File: config.mk
export PLATFORM = sky130hd
export DESIGN_NAME = psk_tx_frame_ctrl_flat
export DESIGN_NICKNAME = d
export VERILOG_FILES = /design/src/rtl/psk_tx_frame_ctrl_pkg.sv /design/src/rtl/psk_tx_frame_ctrl_if.sv /design/src/rtl/psk_tx_out_reg.sv /design/src/rtl/psk_tx_frame_ctrl.sv /design/src/flat_wrapper.sv
export SDC_FILE = /design/constraint.sdc
export NUM_CORES = 1
export LEC_CHECK = 0
export CAP_MARGIN = 5
export CELL_PAD_IN_SITES_DETAIL_PLACEMENT = 1
export CELL_PAD_IN_SITES_GLOBAL_PLACEMENT = 1
export CORE_ASPECT_RATIO = 0.8
export CORE_MARGIN = 2
export CORE_UTILIZATION = 34
export DETAILED_ROUTE_END_ITERATION = 8
export PLACE_DENSITY_LB_ADDON = 0.12
export SLEW_MARGIN = 20
export SYNTH_ARGS = -nofsm -noshare
export SYNTH_HDL_FRONTEND = slang
export SYNTH_SLANG_ARGS = --single-unit
File: constraint.sdc
create_clock -name clk_32d768M -period 2.51 [get_ports clk_32d768M]
set_clock_uncertainty 0.15 [all_clocks]
set_input_delay 0.502 -clock clk_32d768M [delete_from_list [all_inputs] [get_ports clk_32d768M]]
set_output_delay 0.502 -clock clk_32d768M [all_outputs]
set_load 0.01 [all_outputs]
File: src/rtl/psk_tx_frame_ctrl_pkg.sv
// Shared types and constants for the PSK transmit frame sequencer.
// Holds the FSM state encoding, fixed header bytes and the output byte record.
package psk_tx_frame_ctrl_pkg;

    typedef enum logic [2:0] {
        ST_IDLE = 3'd0,
        ST_PRE  = 3'd1,
        ST_SYNC = 3'd2,
        ST_LEN  = 3'd3,
        ST_PAY  = 3'd4,
        ST_GAP  = 3'd5
    } state_t;

    localparam logic [7:0]  PRE_BYTE      = 8'h55;
    localparam logic [7:0]  PAD_BYTE      = 8'h00;
    localparam logic [15:0] DEF_SYNC_WORD = 16'hD391;

    typedef struct packed {
        logic [7:0] data;
        logic       last;
        logic       user;
    } psk_byte_t;

    function automatic psk_byte_t mk_byte(input logic [7:0] data, input logic last, input logic user);
        psk_byte_t b;
        b.data = data;
        b.last = last;
        b.user = user;
        return b;
    endfunction

endpackage

File: src/rtl/psk_tx_frame_ctrl_if.sv
// Byte streams around the frame sequencer: payload source in, modulator stream out.
// slave = sequencer side, master = the source/modulator side driving it.
interface psk_tx_frame_ctrl_if;
    logic [7:0] s_tdata;
    logic       s_tvalid;
    logic       s_tlast;
    logic       s_tready;
    logic [7:0] psk_tdata;
    logic       psk_tvalid;
    logic       psk_tlast;
    logic       psk_tuser;
    logic       psk_tready;

    modport master (
        output s_tdata, s_tvalid, s_tlast, psk_tready,
        input  s_tready, psk_tdata, psk_tvalid, psk_tlast, psk_tuser
    );

    modport slave (
        input  s_tdata, s_tvalid, s_tlast, psk_tready,
        output s_tready, psk_tdata, psk_tvalid, psk_tlast, psk_tuser
    );
endinterface

File: src/rtl/psk_tx_out_reg.sv
// One-entry output register for the modulator byte stream.
// Latency: 1 cycle from in_vld&in_rdy to out_vld.
// Backpressure: contents held while out_vld&!out_rdy; accepts a new byte when empty or draining.
module psk_tx_out_reg
    import psk_tx_frame_ctrl_pkg::*;
(
    input  logic      clk,
    input  logic      rst_n,
    input  logic      in_vld,
    input  psk_byte_t in_dat,
    output logic      in_rdy,
    output logic      out_vld,
    output psk_byte_t out_dat,
    input  logic      out_rdy
);

    assign in_rdy = !out_vld || out_rdy;

    always_ff @(posedge clk or negedge rst_n) begin
        if (!rst_n) begin
            out_vld <= 1'b0;
            out_dat <= '0;
        end else if (in_rdy) begin
            out_vld <= in_vld;
            if (in_vld) begin
                out_dat <= in_dat;
            end
        end
    end

endmodule

File: src/rtl/psk_tx_frame_ctrl.sv
// Frame sequencer for the PSK modulator: preamble, sync, length, payload, then a guard gap.
// Latency: first preamble byte valid one cycle after an accepted start; 1 byte/clk sustained.
// Backpressure: psk_tready stalls the output register; source is read only when it can drain.
module psk_tx_frame_ctrl
    import psk_tx_frame_ctrl_pkg::*;
#(
    parameter int          PRE_BYTES  = 8,
    parameter logic [15:0] SYNC_WORD  = DEF_SYNC_WORD,
    parameter int          GAP_CYCLES = 64
) (
    input  logic                 clk_32d768M,
    input  logic                 rst_n_32d768M,
    input  logic                 clk_16d384M,
    input  logic                 start,
    input  logic [7:0]           cfg_len,
    input  logic                 cfg_bpsk,
    input  logic [15:0]          cfg_phase_inc,
    input  logic [3:0]           cfg_delay,
    psk_tx_frame_ctrl_if.slave   io,
    output logic [15:0]          TX_PHASE_CONFIG,
    output logic [3:0]           DELAY_CNT,
    output logic                 busy,
    output logic                 frame_done,
    output logic                 err_len,
    output logic                 err_cfg
);

    localparam logic [7:0] PRE_LAST = 8'(PRE_BYTES - 1);
    localparam logic [7:0] GAP_LOAD = 8'(GAP_CYCLES);

    state_t      state_q, state_nxt;
    logic [7:0]  cnt_q, cnt_nxt;
    logic [7:0]  gap_q, gap_nxt;
    logic [7:0]  len_q, len_nxt;
    logic        bpsk_q, bpsk_nxt;
    logic [15:0] phase_q, phase_nxt;
    logic [3:0]  delay_q, delay_nxt;
    logic        err_len_q, err_len_nxt;
    logic        src_done_q, src_done_nxt;
    logic        done_q, done_nxt;
    logic        err_cfg_q, err_cfg_nxt;

    psk_byte_t   issue_dat, out_dat;
    logic        issue_vld, reg_rdy, out_vld;
    logic        src_rdy, psk_fire, is_last;

    psk_tx_out_reg u_out_reg (
        .clk     (clk_32d768M),
        .rst_n   (rst_n_32d768M),
        .in_vld  (issue_vld),
        .in_dat  (issue_dat),
        .in_rdy  (reg_rdy),
        .out_vld (out_vld),
        .out_dat (out_dat),
        .out_rdy (io.psk_tready)
    );

    assign io.psk_tvalid   = out_vld;
    assign io.psk_tdata    = out_dat.data;
    assign io.psk_tlast    = out_dat.last;
    assign io.psk_tuser    = out_dat.user;
    assign io.s_tready     = src_rdy;

    assign psk_fire        = out_vld && io.psk_tready;
    // cnt_q counts payload bytes already pushed into the output register
    assign is_last         = (cnt_q == len_q - 8'd1);

    assign TX_PHASE_CONFIG = phase_q;
    assign DELAY_CNT       = delay_q;
    assign busy            = (state_q != ST_IDLE);
    assign frame_done      = done_q;
    assign err_len         = err_len_q;
    assign err_cfg         = err_cfg_q;

    always_ff @(posedge clk_32d768M or negedge rst_n_32d768M) begin
        if (!rst_n_32d768M) begin
            state_q    <= ST_IDLE;
            cnt_q      <= '0;
            gap_q      <= '0;
            len_q      <= '0;
            bpsk_q     <= 1'b0;
            phase_q    <= '0;
            delay_q    <= '0;
            err_len_q  <= 1'b0;
            src_done_q <= 1'b0;
            done_q     <= 1'b0;
            err_cfg_q  <= 1'b0;
        end else begin
            state_q    <= state_nxt;
            cnt_q      <= cnt_nxt;
            gap_q      <= gap_nxt;
            len_q      <= len_nxt;
            bpsk_q     <= bpsk_nxt;
            phase_q    <= phase_nxt;
            delay_q    <= delay_nxt;
            err_len_q  <= err_len_nxt;
            src_done_q <= src_done_nxt;
            done_q     <= done_nxt;
            err_cfg_q  <= err_cfg_nxt;
        end
    end

    always_comb begin
        state_nxt    = state_q;
        cnt_nxt      = cnt_q;
        gap_nxt      = gap_q;
        len_nxt      = len_q;
        bpsk_nxt     = bpsk_q;
        phase_nxt    = phase_q;
        delay_nxt    = delay_q;
        err_len_nxt  = err_len_q;
        src_done_nxt = src_done_q;
        done_nxt     = 1'b0;
        err_cfg_nxt  = 1'b0;
        issue_vld    = 1'b0;
        issue_dat    = '0;
        src_rdy      = 1'b0;

        case (state_q)
            ST_IDLE: begin
                if (start) begin
                    if (cfg_len == 8'd0) begin
                        err_cfg_nxt = 1'b1;
                    end else begin
                        len_nxt      = cfg_len;
                        bpsk_nxt     = cfg_bpsk;
                        phase_nxt    = cfg_phase_inc;
                        delay_nxt    = cfg_delay;
                        err_len_nxt  = 1'b0;
                        src_done_nxt = 1'b0;
                        // The output register is always empty here, so the first
                        // preamble byte is loaded in the start cycle itself.
                        issue_vld    = 1'b1;
                        issue_dat    = mk_byte(PRE_BYTE, 1'b0, 1'b1);
                        if (PRE_BYTES == 1) begin
                            state_nxt = ST_SYNC;
                            cnt_nxt   = 8'd0;
                        end else begin
                            state_nxt = ST_PRE;
                            cnt_nxt   = 8'd1;
                        end
                    end
                end
            end
            ST_PRE: begin
                if (reg_rdy) begin
                    issue_vld = 1'b1;
                    issue_dat = mk_byte(PRE_BYTE, 1'b0, 1'b1);
                    if (cnt_q == PRE_LAST) begin
                        state_nxt = ST_SYNC;
                        cnt_nxt   = 8'd0;
                    end else begin
                        cnt_nxt   = cnt_q + 8'd1;
                    end
                end
            end
            ST_SYNC: begin
                if (reg_rdy) begin
                    issue_vld = 1'b1;
                    issue_dat = mk_byte(cnt_q[0] ? SYNC_WORD[7:0] : SYNC_WORD[15:8], 1'b0, 1'b1);
                    if (cnt_q[0]) begin
                        state_nxt = ST_LEN;
                        cnt_nxt   = 8'd0;
                    end else begin
                        cnt_nxt   = 8'd1;
                    end
                end
            end
            ST_LEN: begin
                if (reg_rdy) begin
                    issue_vld = 1'b1;
                    issue_dat = mk_byte(len_q, 1'b0, 1'b1);
                    state_nxt = ST_PAY;
                    cnt_nxt   = 8'd0;
                end
            end
            ST_PAY: begin
                if (cnt_q != len_q) begin
                    if (src_done_q) begin
                        if (reg_rdy) begin
                            issue_vld = 1'b1;
                            issue_dat = mk_byte(PAD_BYTE, is_last, bpsk_q);
                            cnt_nxt   = cnt_q + 8'd1;
                        end
                    end else begin
                        src_rdy = reg_rdy;
                        if (io.s_tvalid && reg_rdy) begin
                            issue_vld = 1'b1;
                            issue_dat = mk_byte(io.s_tdata, is_last, bpsk_q);
                            cnt_nxt   = cnt_q + 8'd1;
                            if (io.s_tlast != is_last) begin
                                err_len_nxt = 1'b1;
                            end
                            if (io.s_tlast && !is_last) begin
                                src_done_nxt = 1'b1;
                            end
                        end
                    end
                end else if (psk_fire && out_dat.last) begin
                    done_nxt  = 1'b1;
                    gap_nxt   = GAP_LOAD;
                    state_nxt = ST_GAP;
                end
            end
            ST_GAP: begin
                if (clk_16d384M) begin
                    gap_nxt = gap_q - 8'd1;
                    if (gap_q == 8'd1) begin
                        state_nxt = ST_IDLE;
                    end
                end
            end
            default: begin
                state_nxt = ST_IDLE;
            end
        endcase
    end

endmodule

File: src/flat_wrapper.sv
// flat-port wrapper written by rule: the top's interface ports become plain ports
module psk_tx_frame_ctrl_flat import psk_tx_frame_ctrl_pkg::*;
#(
    parameter int          PRE_BYTES  = 8,
    parameter logic [15:0] SYNC_WORD  = DEF_SYNC_WORD,
    parameter int          GAP_CYCLES = 64
)
  (clk_32d768M, rst_n_32d768M, clk_16d384M, start, cfg_len, cfg_bpsk, cfg_phase_inc, cfg_delay, TX_PHASE_CONFIG, DELAY_CNT, busy, frame_done, err_len, err_cfg, io_s_tdata, io_s_tvalid, io_s_tlast, io_psk_tready, io_s_tready, io_psk_tdata, io_psk_tvalid, io_psk_tlast, io_psk_tuser);
  psk_tx_frame_ctrl_if io_i ();
  input  logic clk_32d768M;
  input  logic rst_n_32d768M;
  input  logic clk_16d384M;
  input  logic start;
  input  logic [7:0] cfg_len;
  input  logic cfg_bpsk;
  input  logic [15:0] cfg_phase_inc;
  input  logic [3:0] cfg_delay;
  output logic [15:0] TX_PHASE_CONFIG;
  output logic [3:0] DELAY_CNT;
  output logic busy;
  output logic frame_done;
  output logic err_len;
  output logic err_cfg;
  input wire logic [$bits(io_i.s_tdata)-1:0] io_s_tdata;
  input wire logic [$bits(io_i.s_tvalid)-1:0] io_s_tvalid;
  input wire logic [$bits(io_i.s_tlast)-1:0] io_s_tlast;
  input wire logic [$bits(io_i.psk_tready)-1:0] io_psk_tready;
  output wire logic [$bits(io_i.s_tready)-1:0] io_s_tready;
  output wire logic [$bits(io_i.psk_tdata)-1:0] io_psk_tdata;
  output wire logic [$bits(io_i.psk_tvalid)-1:0] io_psk_tvalid;
  output wire logic [$bits(io_i.psk_tlast)-1:0] io_psk_tlast;
  output wire logic [$bits(io_i.psk_tuser)-1:0] io_psk_tuser;
  assign io_i.s_tdata = io_s_tdata;
  assign io_i.s_tvalid = io_s_tvalid;
  assign io_i.s_tlast = io_s_tlast;
  assign io_i.psk_tready = io_psk_tready;
  assign io_s_tready = io_i.s_tready;
  assign io_psk_tdata = io_i.psk_tdata;
  assign io_psk_tvalid = io_i.psk_tvalid;
  assign io_psk_tlast = io_i.psk_tlast;
  assign io_psk_tuser = io_i.psk_tuser;
  psk_tx_frame_ctrl #(.PRE_BYTES(PRE_BYTES), .SYNC_WORD(SYNC_WORD), .GAP_CYCLES(GAP_CYCLES)) u_core (.clk_32d768M(clk_32d768M), .rst_n_32d768M(rst_n_32d768M), .clk_16d384M(clk_16d384M), .start(start), .cfg_len(cfg_len), .cfg_bpsk(cfg_bpsk), .cfg_phase_inc(cfg_phase_inc), .cfg_delay(cfg_delay), .io(io_i), .TX_PHASE_CONFIG(TX_PHASE_CONFIG), .DELAY_CNT(DELAY_CNT), .busy(busy), .frame_done(frame_done), .err_len(err_len), .err_cfg(err_cfg));
endmodule
==> impl_metrics.ini <==
[setup_path]
arrival_ns = 1.87
crit_chain = xor2_1 > or4b_4 > o21ai_2 > nor3_1 > buf_2
crit_fanout = 3
slowest_delay_ns = 0.55
startpoint_type = flop
critPathRequiredTime_ns = 1.86
cp.buffers_inverters = 1
cp_slowest_cell = or4b_4
critPathCaptureType = output pin
critPathTopFamily = simple AND/OR/NAND/NOR gates
path_class = reg2out

[routing]
via_count = 3278
wl_met1_um = 4950
ant_nets = 0
drt-initial-drc-count = 92
wirelength_um = 11400
post-route-drc-count = 0
dr.pass1.iters = 4
dr_wl_met3_um = 463
via_per_inst = 5.24
wire_per_inst_um = 18.2
wl_met2_um = 5700
maxUsedRoutingLayer = met4

[power_and_ir_drop]
seq_power_share_pct = 27.6
vdd_drop_max_mv = 0.486
p_int_uw = 3930
power_density_nw_per_um2 = 1240
comb_power_share_pct = 52.8
power.leakage_uw = 0.00230
p_sw_uw = 2420
pwr-share-clk_pct = 19.6
switching_share_pct = 38.1

[floorplanning]
initial_core_util_pct = 35.0
die_area_sq_um = 10700
pin_count = 80
die_h_um = 92.9
die_w_um = 115
core_area_sq_um = 9610
rows = 32

[layout]
area_growth_pct = 52.3
antenna_cells_inserted = 0
n_fill_cell = 1087
nets = 551
design_area_sq_um = 5110
final_layout_size_suffix_gt1_share_pct = 23.7
seq_area_sq_um = 1580
multi_input_area_sq_um = 1770

[synthesis]
async_flop_share_pct = 100
syn_area_sq_um = 3360
synth_cell_types = 55
ys_ff_latch = 63
syn-mean-instance-area_sq_um = 9.03
yosysMostFrequentCell = nand2_1
synth_cells = 372
ys.flop_type = dfrtp_1
synth_top_cell_by_area = dfrtp_1
synth.area.top_cells = dfrtp_1 (47%), nand2_1 (11%), xor2_1 (3.4%)
seq_area_frac_synth_pct = 46.9
syn_nets = 421
yosysWarnings = 0
synth_edf_count = 0
ys_top_cells_by_count = nand2_1 (102), dfrtp_1 (63), o21ai_0 (17), nor2_1 (16), clkbuf_1 (15)
yosysTopAreaCellShare_pct = 46.9

[placement]
io_buffers = 79
place_area_sq_um = 4660
dp_hpwl_um = 8150
place_congestion = 0.852

[clocking]
ctsRootBufferMaster = clkbuf_16
cts.sinks = 63
insertion_delay_ns = 0.33
cts_tree = built
htree_levels = 3
clockBufferDepth = 2
cts_buffers = 9
clkTransAtPathRegs_ns = 0.05

[worst_hold_path]
min_path_type = in2async

[sta]
finalSetupViolations = 4
worstMarginPinSlew_ns = 0.502
rsz0062_at_grt = true
max_slew_margin_pct = 66.2
min_period_over_period_pct = 101
finalHoldViolCount = 0
fmax_mhz = 396
period_needed_ns = 2.53
slew_violations = 0
worst_hold_slack_ns = 0.0164
layout_setup_ws_ns = -0.0151

[global_route]
grt-ovfl-total = 0
grt_max_degree = 64
grt_pass1_vias = 3656
grt_pass1_wl_um = 18400
antenna_found_initial = 0
grt.total_usage_pct = 22.4

[run_status]
violations = setup timing
status = finished with violations

[job]
maxCapViolCount = 0
==> area by class of cell <==
type,count,area share [%]
clock buffers,13,4.89
clock inverters,3,0.832
inverters,9,0.660
multi-input cells,277,34.7
flip-flops and latches,63,31.0
well taps,119,2.91
repair buffers,142,25.1
==> power by group through the flow <==
| stage | Clock [uW] | Combinational, uW | Sequential, uW |
|---|---|---|---|
| after floorplan | 0 | 1510 | 1800 |
| after global placement | 0 | 3010 | 1720 |
| after detailed placement | 0 | 3120 | 1740 |
| after CTS | 1270 | 3300 | 1740 |
| after global routing | 1310 | 3630 | 1800 |
| final | 1240 | 3350 | 1750 |
==> flip-flops by register name (all words and copies together), names as in the netlist, 3 cells and up <==
name,cells
u_core.TX_PHASE_CONFIG,16
u_core.u_out_reg.out_dat,10
u_core.cnt_q,8
u_core.gap_q,8
u_core.len_q,8
u_core.DELAY_CNT,4
u_core.state_q,3
==> kinds of logic after synthesis <==
group / synth area share, %
compound gates: 13.2
xor+xnor: 4.17
mux: 3.31
fa+ha+maj: 1.86
flops: 46.9
simple gates: 26.5
buf+inv: 4.02
==> placed cells by master (no fill, tap or decap), types with 3 or more instances in the layout <==
cell type / n
nand2_1: 102
clkdlybuf4s50_1: 77
buf_4: 60
dfrtp_1: 57
nor2_1: 16
xor2_1: 13
o21ai_0: 13
nor3_1: 10
mux2_2: 9
clkbuf_16: 9
inv_1: 7
nand2b_1: 7
nand3_1: 7
dfrtp_2: 6
o211ai_1: 5
a21oi_1: 5
nand3b_1: 5
a22o_1: 5
a31oi_1: 4
or2_2: 4
o41ai_1: 4
a221o_1: 4
o21ai_1: 3
nor2b_1: 3
o22ai_1: 3
ha_1: 3
clkbuf_1: 3
==> timing repair <==
action / CTS / global route
setup endpoints to repair: 11 / 14
setup buffers: 5 / 0
hold buffers: 0 / 0
gates resized for setup: 24 / 12
pin swaps: 7 / 6
==> worst reg2reg max path: cells and delay by family (launching register included) <==
| family | cells | cell delay [ns] |
|---|---|---|
| fa+ha+maj | 1 | 0.23 |
| compound gates | 3 | 0.40 |
| flops | 1 | 0.45 |
| simple gates | 4 | 1.22 |
==> routing by layer <==
metal | vias up | track usage (%)
met4 | 0 | 8.84
met2 | 79 | 37.6
met5 | - | 0
met3 | 20 | 5.30
li1 | 1547 | -
met1 | 1632 | 27.7
==> path summary, 6_finish.rpt <==
check,start,end,slack (ns),cells past startpoint
setup / recovery,u_core.len_q[0]$_DFFE_PN0P_,io_s_tready,-0.02,5
setup reg to reg,u_core.len_q[3]$_DFFE_PN0P_,u_core.err_len$_DFFE_PN0P_,-0.02,8
min in group clk_32d768M,u_core.TX_PHASE_CONFIG[9]$_DFFE_PN0P_,u_core.TX_PHASE_CONFIG[9]$_DFFE_PN0P_,0.33,2
hold / removal,rst_n_32d768M,u_core.cnt_q[3]$_DFFE_PN0P_,0.02,2
max in group asynchronous,rst_n_32d768M,u_core.len_q[3]$_DFFE_PN0P_,1.85,2
hold reg to reg,u_core.TX_PHASE_CONFIG[9]$_DFFE_PN0P_,u_core.TX_PHASE_CONFIG[9]$_DFFE_PN0P_,0.33,2
==> through the flow <==
step | util [%] | cells | power (uW) | setup WS (ns) | setup TNS [ns]
after global routing | 53.2 | 626 | 6750 | -0.123 | -0.301
after floorplan | - | 372 | 3300 | 0.0372 | 0
after CTS | 52.9 | 626 | 6310 | -0.0554 | -0.110
final | 53.2 | 626 | 6350 | -0.0151 | -0.0321
after global placement | 48.5 | 606 | 4730 | -0.295 | -4.61
after detailed placement | 48.5 | 606 | 4860 | -0.393 | -4.36
Note: power is estimated with default switching activity, not from simulation.
